--- config.mk ---
export PLATFORM = sky130hd
export DESIGN_NAME = nms_sequencer
export DESIGN_NICKNAME = d
export VERILOG_FILES = /design/src/rtl/nms_sequencer.sv
export SDC_FILE = /design/constraint.sdc
export NUM_CORES = 1
export LEC_CHECK = 0
export BUFFER_PORTS_ARGS = -buffer_cell sky130_fd_sc_hd__clkbuf_2
export CAP_MARGIN = 40
export CORE_ASPECT_RATIO = 0.9
export CORE_UTILIZATION = 50
export CTS_CLUSTER_DIAMETER = 40
export DETAILED_ROUTE_END_ITERATION = 16
export GPL_TIMING_DRIVEN = 0
export PLACE_DENSITY = 0.73
export SLEW_MARGIN = 20
export SYNTH_ARGS = -nofsm -noshare
export SYNTH_HDL_FRONTEND = slang
export SYNTH_SLANG_ARGS = --single-unit
--- constraint.sdc ---
create_clock -name clk -period 5.7 [get_ports clk]
set_clock_uncertainty 0.1 [all_clocks]
set_input_delay 1.14 -clock clk [delete_from_list [all_inputs] [get_ports clk]]
set_output_delay 1.14 -clock clk [all_outputs]
set_load 0.005 [all_outputs]
--- src/rtl/nms_sequencer.sv ---
// nms_sequencer: greedy non-maximum-suppression control FSM driving a kept-box buffer and an IoU unit.
// Optional feature: define NMS_EARLY_EXIT_EN to end a run at the first under-threshold candidate.
//
// state | meaning
// IDLE  | waiting for start; results of the last run held
// FETCH | pred_ready high, waiting for the next candidate
// ISSUE | one kept-buffer read per cycle, addresses 0..kept_count-1
// DRAIN | collecting the remaining IoU responses, then deciding
// WRITE | append the candidate to the kept buffer
// DONE  | one-cycle done pulse
module nms_sequencer #(
    parameter int BBOX_IND_WIDTH = 14,
    parameter int MEM_ADDR_WIDTH = 10,
    parameter int S_WIDTH        = 16,
    parameter int READ_LAT       = 8,
    parameter int MAX_KEEP       = 2**MEM_ADDR_WIDTH
) (
    input  logic                      clk,
    input  logic                      resetn,
    input  logic                      start,
    input  logic [BBOX_IND_WIDTH-1:0] num_pred,
    input  logic [S_WIDTH-1:0]        S_thresh,
    input  logic                      pred_valid,
    output logic                      pred_ready,
    input  logic [S_WIDTH-1:0]        pred_S,
    input  logic                      iou_valid,
    input  logic                      iou_suppress,
    output logic                      rd_en,
    output logic [MEM_ADDR_WIDTH-1:0] bbox_raddr,
    output logic                      wr_en,
    output logic [MEM_ADDR_WIDTH-1:0] bbox_waddr,
    output logic [BBOX_IND_WIDTH-1:0] cand_idx,
    output logic [MEM_ADDR_WIDTH:0]   kept_count,
    output logic                      busy,
    output logic                      done,
    output logic                      overflow
);

    localparam int KW = MEM_ADDR_WIDTH + 1;
    localparam logic [KW-1:0] MAX_KEEP_C = KW'(MAX_KEEP);

    localparam logic [2:0] S_IDLE  = 3'd0;
    localparam logic [2:0] S_FETCH = 3'd1;
    localparam logic [2:0] S_ISSUE = 3'd2;
    localparam logic [2:0] S_DRAIN = 3'd3;
    localparam logic [2:0] S_WRITE = 3'd4;
    localparam logic [2:0] S_DONE  = 3'd5;

    if (READ_LAT < 1 || READ_LAT > 15) begin : g_bad_read_lat
        $error("nms_sequencer: READ_LAT must be in 1..15");
    end
    if (MAX_KEEP < 1 || MAX_KEEP > 2**MEM_ADDR_WIDTH) begin : g_bad_max_keep
        $error("nms_sequencer: MAX_KEEP must be in 1..2**MEM_ADDR_WIDTH");
    end

    logic [2:0]                state_q, state_d;
    logic [BBOX_IND_WIDTH-1:0] cand_idx_q, cand_idx_d;
    logic [BBOX_IND_WIDTH-1:0] num_pred_q, num_pred_d;
    logic [S_WIDTH-1:0]        s_thresh_q, s_thresh_d;
    logic [KW-1:0]             kept_count_q, kept_count_d;
    logic [KW-1:0]             issue_cnt_q, issue_cnt_d;
    logic [KW-1:0]             resp_cnt_q, resp_cnt_d;
    logic                      supp_flag_q, supp_flag_d;
    logic                      overflow_q, overflow_d;

    logic          resp_hit;
    logic [KW-1:0] resp_total;
    logic          supp_now;
    logic          advance;

    // Responses beyond kept_count, or outside ISSUE/DRAIN, never reach the counter.
    assign resp_hit   = iou_valid && (state_q == S_ISSUE || state_q == S_DRAIN)
                        && (resp_cnt_q < kept_count_q);
    assign resp_total = resp_cnt_q + KW'(resp_hit);
    assign supp_now   = supp_flag_q | (resp_hit & iou_suppress);

    always_comb begin
        state_d      = state_q;
        cand_idx_d   = cand_idx_q;
        num_pred_d   = num_pred_q;
        s_thresh_d   = s_thresh_q;
        kept_count_d = kept_count_q;
        issue_cnt_d  = issue_cnt_q;
        resp_cnt_d   = resp_total;
        supp_flag_d  = supp_now;
        overflow_d   = overflow_q;
        advance      = 1'b0;

        case (state_q)
            S_IDLE: begin
                if (start) begin
                    cand_idx_d   = '0;
                    kept_count_d = '0;
                    overflow_d   = 1'b0;
                    num_pred_d   = num_pred;
                    s_thresh_d   = S_thresh;
                    state_d      = (num_pred == '0) ? S_DONE : S_FETCH;
                end
            end
            S_FETCH: begin
                issue_cnt_d = '0;
                resp_cnt_d  = '0;
                supp_flag_d = 1'b0;
                if (pred_valid) begin
                    if (s_thresh_q > pred_S) begin
`ifdef NMS_EARLY_EXIT_EN
                        cand_idx_d = cand_idx_q + 1'b1;
                        state_d    = S_DONE;
`else
                        advance = 1'b1;
`endif
                    end else if (kept_count_q == '0) begin
                        state_d = S_WRITE;
                    end else begin
                        state_d = S_ISSUE;
                    end
                end
            end
            S_ISSUE: begin
                issue_cnt_d = issue_cnt_q + 1'b1;
                if (issue_cnt_q + 1'b1 == kept_count_q) begin
                    state_d = S_DRAIN;
                end
            end
            S_DRAIN: begin
                if (resp_total == kept_count_q) begin
                    if (supp_now) advance = 1'b1;
                    else          state_d = S_WRITE;
                end
            end
            S_WRITE: begin
                kept_count_d = kept_count_q + 1'b1;
                advance      = 1'b1;
            end
            S_DONE:  state_d = S_IDLE;
            default: state_d = S_IDLE;
        endcase

        // Overflow only flags a run cut short while candidates remained.
        if (advance) begin
            cand_idx_d = cand_idx_q + 1'b1;
            if (cand_idx_d == num_pred_q) begin
                state_d = S_DONE;
            end else if (kept_count_d == MAX_KEEP_C) begin
                state_d    = S_DONE;
                overflow_d = 1'b1;
            end else begin
                state_d = S_FETCH;
            end
        end
    end

    always_ff @(posedge clk or negedge resetn) begin
        if (!resetn) begin
            state_q      <= S_IDLE;
            cand_idx_q   <= '0;
            num_pred_q   <= '0;
            s_thresh_q   <= '0;
            kept_count_q <= '0;
            issue_cnt_q  <= '0;
            resp_cnt_q   <= '0;
            supp_flag_q  <= 1'b0;
            overflow_q   <= 1'b0;
        end else begin
            state_q      <= state_d;
            cand_idx_q   <= cand_idx_d;
            num_pred_q   <= num_pred_d;
            s_thresh_q   <= s_thresh_d;
            kept_count_q <= kept_count_d;
            issue_cnt_q  <= issue_cnt_d;
            resp_cnt_q   <= resp_cnt_d;
            supp_flag_q  <= supp_flag_d;
            overflow_q   <= overflow_d;
        end
    end

    assign pred_ready = (state_q == S_FETCH);
    assign rd_en      = (state_q == S_ISSUE);
    assign bbox_raddr = rd_en ? issue_cnt_q[MEM_ADDR_WIDTH-1:0] : '0;
    assign wr_en      = (state_q == S_WRITE);
    assign bbox_waddr = wr_en ? kept_count_q[MEM_ADDR_WIDTH-1:0] : '0;
    assign cand_idx   = cand_idx_q;
    assign kept_count = kept_count_q;
    assign busy       = (state_q != S_IDLE) && (state_q != S_DONE);
    assign done       = (state_q == S_DONE);
    assign overflow   = overflow_q;

endmodule

==> flow_summary.yaml <==
pwr:
  irDropWorstVdd_uv: 225
  p_per_area_nw_per_um2: 418
  leakage_nw: 3.28
floorplanning:
  dieWidth_um: 115
  rows: 36
  die_h_um: 104
  die_area_um2: 11900
  pin_count: 103
  start_util_pct: 52.3
  coreArea_um2: 11000
sta:
  clock.fmax_mhz: 193
  hold_slack_ps: 385
  setup_viol: 0
  period_minus_slack_ps: 5170
  period_share_pct: 90.8
  rsz0062_at_grt: "no"
  drv_slew: 0
  worst_pin_slew_ps: 670
  finalHoldViolations: 0
  maxSlewHeadroom_pct: 55.3
  fin_setup_tns_ps: 0
layout:
  area_growth_pct: 18.0
  nets: 903
  final_common_cell: "nand2_1"
  mostFrequentLayoutCells: "nand2_1 (126), clkbuf_2 (101), dfrtp_1 (82), nor2_1 (59), o21ai_0 (37)"
  insertedDiodeCount: 0
  n_fill_cell: 1011
  drive_above_1_share_pct: 17.0
  fin_area_um2: 6780
drt:
  vias: 5544
  drc: 0
  antenna_left: 0
  dr.pass1.iters: 5
  via_per_inst: 5.68
  wl_per_cell_um: 16.2
  drt_iter0_drc: 429
  wl_um: 15800
worst_hold_path:
  hp-class: "register to register"
  hold_start: "s_thresh_q[1]"
  min_to: "s_thresh_q[1]"
  min_path_cells: 2
critical_path:
  critPathKind: "register to register"
  slowest_delay_ps: 590
  cp_cell_sequence: "clkbuf_1 -> inv_1 -> ha_1 -> a21o_1 -> a21oi_1 -> a21oi_1 -> nor3_1 -> ha_1 -> ha_1 -> and4_4 -> nand3_1 -> xor2_1 -> xnor2_1 -> or4_1 -> o31a_1 -> clkbuf_1 -> a211oi_1 -> a31o_2"
  start_kind: "register"
  worst_setup_path_end_kind: "register"
  worstRegToRegCells: 18
  crit_path_frequent_cell: "ha_1"
  regToRegEndpoint: "state_q[2]"
  cp.arrival_ps: 5370
  reg2reg_from: "kept_count[5]"
  rrSetupSlack_ps: 530
  startpoint: "kept_count[5]"
  cp_slowest_cell: "or4_1"
  critical_path_peak_fanout: 10
  worstPathRequired_ps: 5900
clock_tree:
  hold_buffers: 0
  cts.sinks: 82
  postCtsResizedCells: 0
  clock_path_buffers: 2
  clk_pin_slew_ps: 60
  clockRootBuffer: "clkbuf_16"
  clk_latency_ps: 360
  postCtsSetupBuffers: 0
  numCtsBuffers: 9
  cts_max_level: 3
  cts_tree: "yes"
grt:
  overflow: 0
  track_usage_pct: 27.7
  grt_pass1_vias: 5089
  antenna_found_initial: 0
  grt_pass1_wl_um: 25700
  grt_max_degree: 83
placement:
  portBuffers: 102
  dpl.hpwl_um: 11800
  gp_congestion: 0.884
  postPlaceCellArea_um2: 6460
synthesis:
  synthXorXnorAreaFrac_pct: 7.95
  synth_simple_gate_area_share_pct: 27.4
  synthArstFlopShare_pct: 100
  synth_compound_area_share_pct: 14.5
  synth.ff_latch_count: 82
  syn_inst: 705
  netlist-cell-type-count: 64
  synth.avg_cell_area_um2: 8.15
  synthAdderAreaFrac_pct: 6.97
  ys.flop_type: "dfrtp_1"
  synth_area_um2: 5750
  muxShareOfSynthArea_pct: 1.63
  synth_warnings: 0
  synth_top_family_by_area: "simple AND/OR/NAND/NOR gates"
  synth-seq-area-share_pct: 35.7
  synthesis.nets: 789
  synth-edff-count: 0
status:
  outcome: "complete, no violations"
run:
  maxCapViolations: 0
[routing by layer]
layer | up-vias | global-route usage [%] | share of wire [%]
met5 | - | 0 | 0
met4 | 0 | 8.53 | 1.5
met3 | 22 | 6.26 | 7.4
met2 | 213 | 42.5 | 46
met1 | 2620 | 38.5 | 45
li1 | 2689 | - | -
[critical path: cells and delay by family (launching register included)]
family	cells	cell delay, ps
buffers and inverters	3	980
xor gates and xnor gates	2	350
adders and majority gates	3	870
and+or+nand+nor	4	1210
DFF	1	350
AOI/OAI and AO/OA	6	1260
[metrics by stage]
stage               power (mW)  setup slack (ps)  util (%)  std cells
floorplan                 1.78              1460         -        705
global placement          2.12               740      58.7        959
detailed placement        2.18               609      58.8        960
CTS                       2.83               568      61.7        976
global route              3.03               176      61.7        976
finish                    2.83               525      61.7        976
[worst max path at each step]
stage | cells after the start | to
6_report | 18 | state_q[2]
5_1_grt | 18 | state_q[2]
4_1_cts | 18 | state_q[2]
3_5_place_dp | 18 | state_q[2]
3_3_place_gp | 18 | state_q[2]
2_1_floorplan | 18 | cand_idx[5]
[cell type report]
class / instances / area, um2 / area share, %
Clock buffer: 11 / 243 / 3.58
Inverter: 35 / 131 / 1.94
Timing Repair Buffer: 103 / 527 / 7.76
Sequential cell: 82 / 2050 / 30.2
Multi-Input combinational cell: 541 / 3360 / 49.5
Buffer: 47 / 203 / 2.99
Tap cell: 152 / 190 / 2.80
Clock inverter: 5 / 77.6 / 1.14
[cells in the mapped netlist (all sizes together) (12+ instances only)]
cell type,n,area share [%]
ha,32,7.0
dfrtp,82,36
nor3,21,1.8
xor2,16,2.4
nand2,126,8.2
nor2,59,3.9
inv,34,2.2
and2,15,1.6
clkbuf,34,2.2
nand4,19,2.1
nor4,12,1.3
xnor2,31,4.7
nand3,24,2.1
buf,13,1.3
a21oi,24,2.2
o21ai,37,3.2
[state kept, by name (all words and copies together), names as in the netlist]
name / cells
overflow: 1
num_pred_q: 14
kept_count: 11
resp_cnt_q: 11
supp_flag_q: 1
issue_cnt_q: 11
state_q: 3
cand_idx: 14
s_thresh_q: 16
[logic make-up after synthesis]
kind of cell | after synthesis
simple gates | 327
compound gates | 124
buf+inv | 82
flops | 82
xor+xnor | 49
fa+ha+maj | 32
mux | 9
[report_power, final]
part	total (mW)	switching (mW)	internal [mW]
combinational	1.28	0.764	0.521
sequential	0.913	0.163	0.750
clock	0.636	0.242	0.394
total	2.83	1.17	1.66
(Power assumes the default switching activity.)
